[src/rtl/braille_pkg.sv]
// Shared types and constants for the BCD digit streamer that feeds the Braille encoder.
package braille_pkg;

    typedef enum logic [1:0] {
        IDLE    = 2'd0,
        CONVERT = 2'd1,
        STREAM  = 2'd2
    } state_e;

    localparam int         BCD_W       = 4;
    localparam logic [3:0] ADD3_THRESH = 4'd5;
    localparam logic [3:0] ADD3_VAL    = 4'd3;

    function automatic longint unsigned pow10(input int n);
        longint unsigned r;
        r = 64'd1;
        for (int i = 0; i < n; i++) begin
            r = r * 64'd10;
        end
        return r;
    endfunction

endpackage

[src/rtl/bcd_add3.sv]
// Double-dabble nibble correction: adds 3 to any BCD digit of 5 or more before the shift.
module bcd_add3
    import braille_pkg::*;
(
    input  logic [BCD_W-1:0] nib_in,
    output logic [BCD_W-1:0] nib_out
);

    always_comb begin
        nib_out = (nib_in >= ADD3_THRESH) ? (nib_in + ADD3_VAL) : nib_in;
    end

endmodule

[src/rtl/bcd_digit_streamer.sv]
// Binary to BCD conversion (one bit per cycle) followed by MSD-first digit streaming
// with leading-zero suppression over a valid/ready handshake.
module bcd_digit_streamer
    import braille_pkg::*;
#(
    parameter int WIDTH  = 10,
    parameter int DIGITS = 4
) (
    input  logic             clk,
    input  logic             reset,
    input  logic [WIDTH-1:0] bin_in,
    input  logic             start,
    output logic             busy,
    output logic [3:0]       BCD,
    output logic             digit_valid,
    input  logic             digit_ready,
    output logic             last_digit,
    output logic             done
);

    localparam int BCD_FW = DIGITS * BCD_W;
    localparam int SH_W   = BCD_FW + WIDTH;
    localparam int CNT_W  = $clog2(WIDTH + 1);
    localparam int PTR_W  = (DIGITS > 1) ? $clog2(DIGITS) : 1;

    if (pow10(DIGITS) <= ((64'd1 << WIDTH) - 64'd1)) begin : g_digits_too_few
        $error("bcd_digit_streamer: DIGITS too small to hold 2**WIDTH-1");
    end

    state_e             state_q, state_d;
    logic [SH_W-1:0]    sh_q, sh_d;
    logic [CNT_W-1:0]   cnt_q, cnt_d;
    logic [PTR_W-1:0]   ptr_q, ptr_d;
    logic               busy_q, busy_d;
    logic               valid_q, valid_d;
    logic               last_q, last_d;
    logic               done_q, done_d;
    logic [BCD_W-1:0]   bcd_q, bcd_d;

    logic [BCD_FW-1:0]  bcd_fix;
    logic [SH_W-1:0]    sh_shift;
    logic [PTR_W-1:0]   msd_idx;
    logic [PTR_W-1:0]   ptr_dec;
    logic [BCD_W-1:0]   cur_digit;
    logic [BCD_W-1:0]   next_digit;
    logic               last_shift;

    for (genvar g = 0; g < DIGITS; g++) begin : g_add3
        bcd_add3 u_add3 (
            .nib_in  (sh_q[WIDTH + g*BCD_W +: BCD_W]),
            .nib_out (bcd_fix[g*BCD_W +: BCD_W])
        );
    end

    always_comb begin
        sh_shift   = {bcd_fix[BCD_FW-2:0], sh_q[WIDTH-1:0], 1'b0};
        last_shift = (cnt_q == CNT_W'(1));
        ptr_dec    = ptr_q - PTR_W'(1);
        cur_digit  = sh_q[WIDTH + int'(ptr_q)*BCD_W +: BCD_W];
        next_digit = sh_q[WIDTH + int'(ptr_dec)*BCD_W +: BCD_W];
    end

    // Highest nonzero digit wins; an all-zero value falls back to digit 0.
    always_comb begin
        msd_idx = '0;
        for (int i = 0; i < DIGITS; i++) begin
            if (sh_shift[WIDTH + i*BCD_W +: BCD_W] != '0) begin
                msd_idx = PTR_W'(i);
            end
        end
    end

    always_ff @(posedge clk) begin
        if (reset) begin
            state_q <= IDLE;
            sh_q    <= '0;
            cnt_q   <= '0;
            ptr_q   <= '0;
            busy_q  <= 1'b0;
            valid_q <= 1'b0;
            last_q  <= 1'b0;
            done_q  <= 1'b0;
            bcd_q   <= '0;
        end else begin
            state_q <= state_d;
            sh_q    <= sh_d;
            cnt_q   <= cnt_d;
            ptr_q   <= ptr_d;
            busy_q  <= busy_d;
            valid_q <= valid_d;
            last_q  <= last_d;
            done_q  <= done_d;
            bcd_q   <= bcd_d;
        end
    end

    always_comb begin
        state_d = state_q;
        case (state_q)
            IDLE:    if (start) state_d = CONVERT;
            CONVERT: if (last_shift) state_d = STREAM;
            STREAM:  if (valid_q && digit_ready && last_q) state_d = IDLE;
            default: state_d = IDLE;
        endcase
    end

    always_comb begin
        sh_d    = sh_q;
        cnt_d   = cnt_q;
        ptr_d   = ptr_q;
        busy_d  = busy_q;
        valid_d = valid_q;
        last_d  = last_q;
        done_d  = 1'b0;
        bcd_d   = bcd_q;
        case (state_q)
            IDLE: begin
                if (start) begin
                    sh_d   = {{BCD_FW{1'b0}}, bin_in};
                    cnt_d  = CNT_W'(WIDTH);
                    ptr_d  = '0;
                    busy_d = 1'b1;
                end
            end
            CONVERT: begin
                sh_d  = sh_shift;
                cnt_d = cnt_q - CNT_W'(1);
                if (last_shift) begin
                    ptr_d = msd_idx;
                end
            end
            STREAM: begin
                // First STREAM cycle presents the leading digit; afterwards each
                // transfer advances to the next digit without a bubble.
                if (!valid_q) begin
                    valid_d = 1'b1;
                    bcd_d   = cur_digit;
                    last_d  = (ptr_q == '0);
                end else if (digit_ready) begin
                    if (last_q) begin
                        valid_d = 1'b0;
                        last_d  = 1'b0;
                        bcd_d   = '0;
                        busy_d  = 1'b0;
                        done_d  = 1'b1;
                    end else begin
                        ptr_d  = ptr_dec;
                        bcd_d  = next_digit;
                        last_d = (ptr_dec == '0);
                    end
                end
            end
            default: begin
                valid_d = 1'b0;
                last_d  = 1'b0;
                bcd_d   = '0;
                busy_d  = 1'b0;
            end
        endcase
    end

    assign busy        = busy_q;
    assign BCD         = bcd_q;
    assign digit_valid = valid_q;
    assign last_digit  = last_q;
    assign done        = done_q;

endmodule

[config.mk]
export PLATFORM = sky130hd
export DESIGN_NAME = bcd_digit_streamer
export DESIGN_NICKNAME = d
export VERILOG_FILES = /design/src/rtl/braille_pkg.sv /design/src/rtl/bcd_add3.sv /design/src/rtl/bcd_digit_streamer.sv
export SDC_FILE = /design/constraint.sdc
export NUM_CORES = 1
export LEC_CHECK = 0
export ABC_AREA = 0
export BUFFER_PORTS_ARGS = -buffer_cell sky130_fd_sc_hd__buf_2
export CAP_MARGIN = 20
export CORE_MARGIN = 2
export CORE_UTILIZATION = 59
export CTS_CLUSTER_SIZE = 30
export DETAILED_ROUTE_END_ITERATION = 16
export PLACE_DENSITY = 0.81
export SETUP_SLACK_MARGIN = 0.4
export SYNTH_ARGS = -nofsm -noshare
export SYNTH_HDL_FRONTEND = slang
export SYNTH_SLANG_ARGS = --single-unit
[constraint.sdc]
create_clock -name clk -period 6.2 [get_ports clk]
set_clock_uncertainty 0.2 [all_clocks]
set_input_delay 0.93 -clock clk [delete_from_list [all_inputs] [get_ports clk]]
set_output_delay 0.93 -clock clk [all_outputs]
set_load 0.02 [all_outputs]
# --- Yosys cells after proc, flatten, opt, wreduce, memory -nomap -nowiden ---
# Index checks and enable logic that the tools add are counted.
word_totals:
  ff_bits: 42
  inputBits: 14
  wordCells: 95
classes:
  add_sub_neg: 8
  n_lt_le_gt_ge: 4
  eq_ne: 11
  shifts: 2
  muxes: 39
  bitwise_logic: 5
  n_reduce_logical: 17
op_table:
  columns: ["op", "n"]
  rows:
  - ["one-hot mux 26 bit (2 select lines)", 1]
  - ["variable part select 26 x 6 -> 4 bit", 2]
  - ["two-way mux 4 bit", 7]
  - ["two-way mux 26 bit", 1]
  - ["two-way mux 2 bit", 10]
  - ["greater-or-equal comparator 4 x 3 -> 1 bit (second input constant)", 4]
  - ["one-hot mux 4 bit (2 select lines)", 2]
  - ["!= test 2 bit (second input constant)", 7]
  - ["adder 4 x 2 -> 4 bit (second input constant)", 3]
  - ["two-way mux 1 bit", 12]
  - ["one-hot mux 2 bit (3 select lines)", 2]
  - ["nonzero test 4 bit", 3]
  - ["adder 4 x 4 -> 5 bit (first input constant)", 2]
  - ["zero test 2 bit", 3]
  - ["AND reduction 6 bit", 1]
  - ["NOT 1 bit", 5]
  - ["AND reduction 5 bit", 1]
  - ["== test 4 x 1 -> 1 bit (second input constant)", 1]
  - ["one-hot mux 1 bit (2 select lines)", 2]
  - ["AND reduction 2 bit", 2]
  - ["OR reduction 4 bit", 1]
  - ["subtractor 4 x 1 -> 4 bit (second input constant)", 1]
  - ["adder 3 x 2 -> 3 bit (second input constant)", 1]
  - ["two-way mux 3 bit", 1]
  - ["10 further kinds", 11]

# --- Logic depth before layout (Yosys ltp) ---
# Gate-level depths: netlist of the first run.
logic_depth:
  depth_word: 8
  depth_mapped: 8
  mapped_depth_nobuf: 7

# --- Modules after synthesis ---
# Synthesis of the first run repeated with hierarchy kept, for this count alone.
unflattened:
  cells_unflattened: 294
  area_unflattened_um2: 2572.5
by_module_without_submodules:
  columns: ["module", "n_inst", "cells_per_inst", "area_each_um2", "seq_area_each_um2"]
  rows:
  - ["bcd_digit_streamer", 1, 230, 2167.1, 840.8]
  - ["bcd_add3", 4, 16, 101.3, 0.0]

# --- Worst setup path after synthesis of the first run ---
# OpenSTA, ideal clock, no wires.
synth_path:
  path_kind: "register to register"
  start: "register ptr_q[0]"
  end: "register bcd_q[1] (netlist: BCD[1])"
  setup_time_ns: 0.128
  t_arrival_ns: 1.854
  required_ns: 5.872
  setup_slack_ns: 4.019
  stages_incl_launch_ff: 9
  path_buffers: 1
  path_cell_list: "dfxtp_1 > buf_2 > inv_1 > ha_1 > mux4_2 > inv_1 > o22ai_1 > a22oi_1 > nor2_1"
synth_via:
  elab_chain_len: 7
  word_cells_on_any_way: 9
synth_lines:
  columns: ["element", "line", "rtl"]
  rows:
  - ["from (decl)", "bcd_digit_streamer.sv:33", "logic [PTR_W-1:0] ptr_q, ptr_d;"]
  - ["from (signal assigned)", "bcd_digit_streamer.sv:88", "ptr_q <= ptr_d;"]
  - ["subtractor 2 x 1 -> 2 bit", "bcd_digit_streamer.sv:58", "ptr_dec = ptr_q - PTR_W'(1);"]
  - ["adder 4 x 4 -> 5 bit", "bcd_digit_streamer.sv:60", "next_digit = sh_q[WIDTH + int'(ptr_dec)*BCD_W +: BCD_W];"]
  - ["variable part select 26 x 6 -> 4 bit", "bcd_digit_streamer.sv:60", null]
  - ["two-way mux 4 bit", "bcd_digit_streamer.sv:140", "if (last_q) begin"]
  - ["two-way mux 4 bit", "bcd_digit_streamer.sv:139", "end else if (digit_ready) begin"]
  - ["two-way mux 4 bit *", "bcd_digit_streamer.sv:135", "if (!valid_q) begin"]
  - ["one-hot mux 4 bit (2 select lines) *", "bcd_digit_streamer.sv:116", "case (state_q)"]
  - ["to (signal assigned)", "bcd_digit_streamer.sv:83", "bcd_q <= '0;"]
  - ["to (signal assigned)", "bcd_digit_streamer.sv:93", "bcd_q <= bcd_d;"]
  - ["to (decl)", "bcd_digit_streamer.sv:38", "logic [BCD_W-1:0] bcd_q, bcd_d;"]
# Mark *: on every way between the ends. The rest lies on a longest branch, timed or not. The select of a mux whose other input is x is not followed.
# A chain may end at the register's enable or synchronous reset.

# --- Final worst setup path of the first run ---
layout_path:
  start: "register state_q[1]"
  end: "register sh_q[16]"
layout_via:
  elab_chain_len: 3
  word_cells_on_any_way: 6
layout_lines:
  columns: ["element", "line", "rtl"]
  rows:
  - ["from (decl)", "bcd_digit_streamer.sv:30", "state_e state_q, state_d;"]
  - ["from (signal assigned)", "bcd_digit_streamer.sv:85", "state_q <= state_d;"]
  - ["== test 2 x 1 -> 1 bit or zero test 2 bit (tied branches)", "bcd_digit_streamer.sv:116", null]
  - ["nonzero test 2 bit (no source line) or != test 2 bit (tied branches)", null, null]
  - ["AND reduction 2 bit (no source line)", null, null]
  - ["to (signal assigned)", "bcd_digit_streamer.sv:76", "sh_q <= '0;"]
  - ["to (signal assigned)", "bcd_digit_streamer.sv:86", "sh_q <= sh_d;"]
  - ["to (decl)", "bcd_digit_streamer.sv:31", "logic [SH_W-1:0] sh_q, sh_d;"]
# Several ways; a longest one is shown, not always the timed one.

==> qor.yml, run 1 <==
total_number_of_h_tree_levels: 2
vdd.ir_drop.worst_mv: 0.264
drtPass1Iterations: 4
synth_top_family_by_area: "compound AO/OA/AOI/OAI gates"
filler_cell_count: 361
finalMaxSlewViolations: 0
worst_path_dominant_cell_family: "adder cells"
timing.hold.worst.class: "register to register"
grt_start_max_net_pins: 42
area_growth_pct: 7.43
yosys.area_share.xor_xnor_pct: 1.36
yosysMostFrequentCell: "dfxtp_1"
place_worst_setup_slack_ns: 3.52
post_layout_nonfiller_instances: 368
postCtsSetupBuffers: 0
synth_common_cells: "dfxtp_1 (42), nor2_1 (41), inv_1 (26)"
critical_path_peak_fanout: 23
syn-mean-instance-area_sq_um: 8.51
run_status: "complete, no violations"
die_area_sq_um: 4910
port_buffers: 21
synth_top_cells_by_area: "dfxtp_1 (33%), ha_1 (7.8%), mux4_2 (7.0%), nor2_1 (6.0%), mux2i_1 (5.0%)"
required_ns: 6.23
cts_tree: "done"
wl_per_cell_um: 14.1
grt_overflow_total: 0
cp.arrival_ns: 2.72
post_synth_and_or_nand_nor_area_fraction_pct: 14.6
timing.final.hold_violations: 0
timing.critical_path.slowest_cell_delay_ns: 0.87
floorplan.initialDensity_pct: 60.0
slew_headroom_pct: 28.5
final_antenna_net_count: 0
yosys_register_bits: 42
ff_latch_area_sq_um: 841
cp-end-kind: "register"
synthAdderAreaFrac_pct: 7.77
antenna_found_initial: 0
numCtsBuffers: 5
path_cells: "inv_1 > ha_1 > inv_2 > nor2_2 > o211ai_1 > a21oi_1"
layout.core_utilization_pct: 64.5
final_min_period_over_clock_period_pct: 43.3
timing.reg2reg.setup_slack_ns: 3.51
detailed_route_via_count: 2179
post-layout-total-power_uw: 960
clock.fmax_mhz: 372
yosys_warnings: 0
synth-async-reset-ratio_pct: 0
post-route-drc-count: 0
multi_input_comb_area_sq_um: 1540
rsz0062_at_grt: "no"
timing_worst_setup_path_type: "register to register"
post-synth-top-area-cell: "dfxtp_1"
design.core.area_sq_um: 4290
dieWidth_um: 70.1
synth-edff-count: 0
path_clk_slew_ns: 0.09
fin_setup_tns_ns: 0
dp_cells: 359
predominant_post_synthesis_flop_cell: "dfxtp_1"
finalWorstSetupSlack_ns: 3.51
dp_hpwl_mm: 3.64
worstSetupStartpointType: "register"
grt_pass1_vias: 2042
syn_nets: 333
num_antenna_cells: 0
clock_tree.buffer_depth: 2
drt_iter0_markers: 95
post_drt_via_cell_ratio: 5.92
io_pins: 22
clockRootBuffer: "clkbuf_8"
chipHeight_um: 70.1
synth_compound_area_share_pct: 23.9
grt_first_pass_wirelength_mm: 9.15
syn-instance-count: 303
cts_hold_repair.buffers: 0
drv_cap: 0
wirelength_mm: 5.17
setup_violations: 0
synth.yosys.seq_area_share_pct: 32.6
gpl_congestion: 0.850
drive_gt1_share_pct: 14.6
post_synth_mux_area_share_pct: 12.0
finalWorstPathRequiredPeriod_ns: 2.69
synth.distinct_cells: 47
row_count: 24
netlist.area_leader.share_pct: 32.6
worst-path-buf-inv: 2
power-per-cell-area_nw_per_um2: 347
slew_at_the_pin_closest_to_its_max_slew_limit_ns: 1.07
worst_path_max_delay_cell: "ha_1"
clkSinkCount: 42
p_leak_uw: 0.00103
cts.repair.resized: 0
insertion_delay_ns: 0.31
final_net_count: 345
netlist_area_before_placement_sq_um: 2580
global_route.usage.total_pct: 22.8
registers in the layout, indices dropped and copies added, names as in the netlist, 2 cells and up:
register and flops:
ptr_q 2, state_q 2, BCD 4, cnt_q 4, sh_q 26
power by group:
group          internal, uW  switching [uW]  total, uW
combinational           156             264        420
sequential              320            38.8        359
clock                  79.1             102        181
layout make-up:
type                    instances  share of cell area, %
clock buffers                   5                   2.49
inverters                      31                   4.20
multi-input cells             212                   55.5
clock inverters                 3                  0.768
flip-flops and latches         42                   30.4
well taps                      52                   2.35
repair buffers                 23                   4.34
cell usage in the layout, fill, tap and decap left out, types with 5 or more instances in the layout:
cell	count
o22ai_1	5
clkbuf_8	5
dfxtp_1	42
o21ai_1	8
nand2_1	11
mux4_2	8
a21oi_1	24
nor2_1	41
nand3_1	7
nand2b_1	6
a211oi_1	10
mux2i_1	13
nor3b_1	5
inv_1	26
buf_2	21
a22oi_1	11
ha_1	16
routing by layer:
layer  vias up  share of wire [%]  GRT usage (%)  routed length [um]
met2        47                 46           38.0                2400
met4         0                1.4           7.05                  75
met5         -                  0              0                   0
met1      1007                 48           30.1                2490
li1       1119                  -              -                   -
met3         6                4.1           4.04                 212
path summary, 6_finish.rpt:
check                               start  depth (start not counted)                     to
hold reg to reg      sh_q[9]$_SDFFE_PP0P_                          2  sh_q[10]$_SDFFE_PP0P_
setup reg to reg  state_q[1]$_SDFFE_PP0P_                          6  sh_q[16]$_SDFFE_PP0P_
setup / recovery  state_q[1]$_SDFFE_PP0P_                          6  sh_q[16]$_SDFFE_PP0P_
hold / removal       sh_q[9]$_SDFFE_PP0P_                          2  sh_q[10]$_SDFFE_PP0P_
logic make-up after synthesis:
logic type / count (synthesis)
flops: 42
xor+xnor: 4
simple gates: 80
mux: 21
compound gates: 91
fa+ha+maj: 16
buf+inv: 49
worst reg2reg max path, cell delays in order, from the launching register on:
cell and delay, ns:
dfxtp_1 0.33, inv_1 0.09, ha_1 0.87, inv_2 0.22
nor2_2 0.54, o211ai_1 0.18, a21oi_1 0.18
stage by stage:
stage / hold WS [ns] / cell area (sq um)
2_1_floorplan: 0.266 / 2580
3_3_place_gp: 0.271 / 2670
3_5_place_dp: 0.284 / 2670
4_1_cts: 0.304 / 2760
5_1_grt: 0.326 / 2770
6_report: 0.302 / 2770
Power figures use the tool's default switching activity.
==> run 2, diff against run 1 <==
==> constraint.sdc (replaced) <==
create_clock -name clk -period 2.6 [get_ports clk]
set_clock_uncertainty 0.2 [all_clocks]
set_input_delay 0.39 -clock clk [delete_from_list [all_inputs] [get_ports clk]]
set_output_delay 0.39 -clock clk [all_outputs]
set_load 0.02 [all_outputs]
==> run 2 against run 1 <==
Net effect: combinational power rose by 150%; worst hold slack lost 0.096 ns; global-route usage up 0.29 points; final area rose by 2.6%; first-iteration DRC count increased by 8.4%; critical endpoint is now BCD[1]$_SDFFE_PP0P_; largest power group unchanged.
==> qor.yml, run 2 (same netlist as run 1, synthesis figures left out) <==
grt_pass1_vias: 2025
cts_tree: "done"
wl_per_cell_um: 13.9
detailed_route_via_count: 2173
timing.reg2reg.setup_slack_ns: 0.50
clock.fmax_mhz: 477
flip_flop_count_of_the_largest_register_after_layout: 26
floorplan.initialDensity_pct: 60.0
timing.critical_path.slowest_cell_delay_ns: 0.51
total_switching_power_uw: 969
finalMaxSlewViolations: 0
chipHeight_um: 70.1
slew_headroom_pct: 56.4
drv_cap: 0
p_seq_share_pct: 35.5
worstReg2RegEnd: "BCD[1]$_SDFFE_PP0P_"
drive_gt1_share_pct: 16.9
worst_hold_startpoint: "digit_ready"
grt_start_max_net_pins: 37
hold_path_end: "done$_SDFF_PP0_"
worstSetupStartpointType: "register"
critical_path_peak_fanout: 5
wirelength_mm: 5.17
drt_iter0_markers: 103
holdPathStages: 3
gpl_congestion: 0.844
finalWorstPathRequiredPeriod_ns: 2.10
port_buffers: 21
registers.top_by_ff_count: "sh_q"
global_route.usage.total_pct: 23.1
area_growth_pct: 10.2
mostFrequentLayoutCell: "nor2_1"
power.switching_fraction_pct: 40.3
dieWidth_um: 70.1
antenna_found_initial: 0
final_net_count: 349
drtPass1Iterations: 4
row_count: 24
timing.final.hold_violations: 0
io_pins: 22
filler_cell_count: 346
insertion_delay_ns: 0.30
slew_at_the_pin_closest_to_its_max_slew_limit_ns: 0.654
final_cell_mix: "nor2_1 (41), dfxtp_1 (40), inv_1 (26)"
die_area_sq_um: 4910
multi_input_comb_area_sq_um: 1560
cts_hold_repair.buffers: 0
grt_first_pass_wirelength_mm: 9.18
setup_violations: 0
rsz0062_at_grt: "yes"
fin_setup_tns_ns: 0
required_ns: 2.56
worst-path-buf-inv: 2
p_int_uw: 1440
clock_tree.buffer_depth: 2
share_clk_of_total_power_pct: 21.7
p_leak_uw: 0.00106
post_drt_via_cell_ratio: 5.84
design.core.area_sq_um: 4290
vdd.ir_drop.worst_mv: 0.777
power-per-cell-area_nw_per_um2: 848
final_min_period_over_clock_period_pct: 80.6
path_clk_slew_ns: 0.09
ff_latch_area_sq_um: 843
crit-reg2reg-launch: "ptr_q[1]$_SDFFE_PP0P_"
cp-end-kind: "register"
critical_path.most_common_cell: "inv_1"
path_cells: "inv_1 > ha_2 > mux4_2 > inv_1 > o22ai_1 > a22oi_1 > nor2_1"
dp_hpwl_mm: 3.63
cp.arrival_ns: 2.05
run_status: "complete, no violations"
post-route-drc-count: 0
reg2regPathDepth: 7
num_antenna_cells: 0
total_number_of_h_tree_levels: 2
numCtsBuffers: 5
grt_overflow_total: 0
worst_path_max_delay_cell: "mux4_2"
clockRootBuffer: "clkbuf_8"
timing.hold.worst.class: "input port to register"
worst_path_dominant_cell_family: "multiplexers"
layout.core_utilization_pct: 66.1
clkSinkCount: 42
power_frac_comb_pct: 42.8
timing_worst_setup_path_type: "register to register"
final_antenna_net_count: 0
==> run 2: power by group through the flow <==
stage,sequential [uW],clock (uW),combinational [uW]
2_1_floorplan,856,0,812
3_3_place_gp,860,0,991
3_5_place_dp,866,0,1010
4_1_cts,852,530,1020
5_1_grt,872,552,1180
6_report,854,523,1030
==> run 2: layout make-up <==
type                    instances  area share [%]
flip-flops and latches         42            29.7
clock inverters                 2            1.32
repair buffers                 27            5.29
clock buffers                   6            2.56
multi-input cells             212            54.8
inverters                      31            4.10
well taps                      52            2.29
==> run 2: metrics by stage <==
step / cell area, sq um / power [uW] / instances / hold slack (ns) / worst slack (ns)
floorplan: 2580 / 1670 / 303 / 0.266 / 0.419
global placement: 2710 / 1850 / 364 / 0.279 / 0.477
detailed placement: 2710 / 1880 / 364 / 0.285 / 0.387
CTS: 2820 / 2400 / 372 / 0.207 / 0.403
global route: 2840 / 2600 / 372 / 0.221 / 0.380
finish: 2840 / 2410 / 372 / 0.207 / 0.505
==> run 2: how the worst max path moves through the flow <==
stage                                     start             endpoint  slack [ns]  cells after the start
after floorplan           ptr_q[0]$_SDFFE_PP0P_  BCD[1]$_SDFFE_PP0P_        0.42                      8
after global placement    ptr_q[1]$_SDFFE_PP0P_  BCD[1]$_SDFFE_PP0P_        0.48                      7
after detailed placement  ptr_q[1]$_SDFFE_PP0P_  BCD[1]$_SDFFE_PP0P_        0.39                      7
after CTS                 ptr_q[1]$_SDFFE_PP0P_  BCD[1]$_SDFFE_PP0P_        0.40                      7
after global routing      ptr_q[1]$_SDFFE_PP0P_  BCD[1]$_SDFFE_PP0P_        0.38                      7
final                     ptr_q[1]$_SDFFE_PP0P_  BCD[1]$_SDFFE_PP0P_        0.50                      7
==> run 2: timing repair <==
| action | CTS | global route |
|---|---|---|
| endpoints found under the setup margin | 2 | 10 |
| gates resized for setup | 1 | 6 |
| setup buffers | 0 | 0 |
| cloned | 0 | 0 |
==> run 2: metal layers <==
| metal | up-vias | wire, um | share of wire [%] | global-route usage [%] |
|---|---|---|---|---|
| li1 | 1120 | - | - | - |
| met1 | 1000 | 2480 | 48 | 30.9 |
| met2 | 49 | 2360 | 46 | 37.2 |
| met3 | 4 | 260 | 5.0 | 4.47 |
| met4 | 0 | 70 | 1.4 | 8.12 |
| met5 | - | 0 | 0 | 0 |
==> run 2: worst reg2reg max path, cell delays in order (launching register included) <==
cell     delay [ns]
dfxtp_2        0.40
inv_1          0.09
ha_2           0.40
mux4_2         0.51
inv_1          0.06
o22ai_1        0.07
a22oi_1        0.16
nor2_1         0.06
==> run 3, diff against run 2 <==
==> constraint.sdc (replaced) <==
create_clock -name clk -period 2.05 [get_ports clk]
set_clock_uncertainty 0.2 [all_clocks]
set_input_delay 0.3075 -clock clk [delete_from_list [all_inputs] [get_ports clk]]
set_output_delay 0.3075 -clock clk [all_outputs]
set_load 0.02 [all_outputs]
==> run 3 against run 2 <==
Net effect: global-route usage up 3.9 points; power up 90%; first-iteration DRC count rose to 2.7 times the previous value; clock-buffer cell count down 1; cell count up 10%; sequential cell count unchanged; largest cell class unchanged; via count up 27%; sequential power up 33%; the run now ends with setup timing left; sequential share of layout area down 6.0 points.
==> qor.yml, run 3 (same netlist as run 1, synthesis figures left out) <==
insertion_delay_ns: 0.32
setup_violations: 1
clock_tree.buffer_depth: 2
registers.top_by_ff_count: "sh_q"
slew_at_the_pin_closest_to_its_max_slew_limit_ns: 0.531
cts_hold_repair.buffers: 0
cts_tree: "done"
numCtsBuffers: 5
final_min_period_over_clock_period_pct: 101
grt_first_pass_wirelength_mm: 10.8
run_status: "finished, violations left"
drtPass1Iterations: 5
cp.arrival_ns: 2.07
timing.hold.worst.class: "input port to register"
timing.critical_path.slowest_cell_delay_ns: 0.39
fin_setup_tns_ns: -0.0224
post_drt_via_cell_ratio: 6.71
vdd.ir_drop.worst_mv: 0.937
num_antenna_cells: 0
slew_headroom_pct: 64.6
grt_pass1_vias: 2323
dieWidth_um: 70.1
clock.fmax_mhz: 483
timing_worst_setup_path_type: "register to register"
antenna_found_initial: 0
power-per-cell-area_nw_per_um2: 1240
final_net_count: 387
clockRootBuffer: "clkbuf_8"
dp_hpwl_mm: 4.07
chipHeight_um: 70.1
worst_path_dominant_cell_family: "simple AND/OR/NAND/NOR gates"
finalMaxSlewViolations: 0
required_ns: 2.05
worst-path-buf-inv: 1
area_growth_pct: 43.3
die_area_sq_um: 4910
timing.reg2reg.setup_slack_ns: -0.02
detailed_route_via_count: 2752
drv_cap: 0
worst_path_max_delay_cell: "or3b_4"
grt_start_max_net_pins: 19
port_buffers: 21
row_count: 24
final_cell_mix: "nor2_1 (34), dfxtp_1 (28), buf_4 (25)"
wirelength_mm: 9.03
wl_per_cell_um: 22.0
floorplan.initialDensity_pct: 60.0
failed_checks: "setup timing"
path_clk_slew_ns: 0.10
worstSetupStartpointType: "register"
timing.final.hold_violations: 0
post-route-drc-count: 0
p_leak_uw: 0.00137
rsz0062_at_grt: "yes"
design.core.area_sq_um: 4290
drt_iter0_markers: 276
multi_input_comb_area_sq_um: 1970
io_pins: 22
ff_latch_area_sq_um: 876
path_cells: "inv_2 > ha_1 > or3b_4 > a21oi_4 > a31oi_4 > nor3_4 > a21oi_2"
final_antenna_net_count: 0
mostFrequentLayoutCell: "nor2_1"
cp-end-kind: "register"
finalWorstPathRequiredPeriod_ns: 2.07
global_route.usage.total_pct: 27.0
filler_cell_count: 184
clkSinkCount: 42
gpl_congestion: 0.813
flip_flop_count_of_the_largest_register_after_layout: 26
drive_gt1_share_pct: 48.9
critical_path_peak_fanout: 5
finalWorstSetupSlack_ns: -0.0224
total_number_of_h_tree_levels: 2
grt_overflow_total: 0
post-layout-total-power_uw: 4560
==> run 3: cell types whose count changed in the layout (fill, tap and decap cells not counted), sizes merged <==
cell	before	now
clkbuf	6	7
clkinv	2	4
bufinv	1	0
buf	27	63
==> run 3: worst paths after layout <==
check / start / endpoint / depth (start not counted)
hold / removal: bin_in[2] / sh_q[2]$_SDFFE_PP0P_ / 3
setup / recovery: cnt_q[1]$_SDFFE_PP0P_ / ptr_q[0]$_SDFFE_PP0P_ / 7
hold reg to reg: BCD[0]$_SDFFE_PP0P_ / BCD[0]$_SDFFE_PP0P_ / 2
setup reg to reg: cnt_q[1]$_SDFFE_PP0P_ / ptr_q[0]$_SDFFE_PP0P_ / 7
==> run 3: repair_timing <==
action,in CTS,in global routing
gates resized for setup,41,74
gates cloned,0,4
pin swaps,5,23
buffers inserted,11,16
endpoints found under the setup margin,37,38
==> run 3: worst register-to-register path: stages (launching register included) <==
cell,delay [ns]
dfxtp_2,0.34
inv_2,0.06
ha_1,0.14
or3b_4,0.39
a21oi_4,0.30
a31oi_4,0.20
nor3_4,0.24
a21oi_2,0.08
==> run 3: layout make-up <==
type	instances	area share, %
multi-input combinational	212	53.4
sequential	42	23.7
timing repair buffer	65	15.1
inverter	31	3.52
clock buffer	5	1.86
tap	52	1.76
clock inverter	3	0.576
==> run 3: where the power goes <==
part	internal (uW)	total [uW]	switching [uW]
Combinational	1330	2850	1520
Sequential	979	1140	164
Clock	240	570	331
==> run 3: per-layer routing <==
metal / routed length, um / share of wire, % / global-route usage, % / vias up
met3: 805 / 8.9 / 6.06 / 54
met4: 412 / 4.6 / 9.62 / 0
met2: 4430 / 49 / 43.3 / 194
met5: 0 / 0 / 0 / -
li1: - / - / - / 1203
met1: 3380 / 37 / 35.9 / 1301
==> run 3: per-stage QoR <==
step | utilization, % | cell area, sq um | instances | setup slack, ns | hold WS [ns]
detailed placement | 66.9 | 2870 | 371 | 0.00417 | 0.288
global route | 86.0 | 3690 | 410 | -0.0525 | 0.171
global placement | 66.9 | 2870 | 371 | 0.107 | 0.270
floorplan | - | 2690 | 303 | 0.133 | 0.266
finish | 86.0 | 3690 | 410 | -0.0224 | 0.149
CTS | 74.7 | 3210 | 390 | 0.137 | 0.133
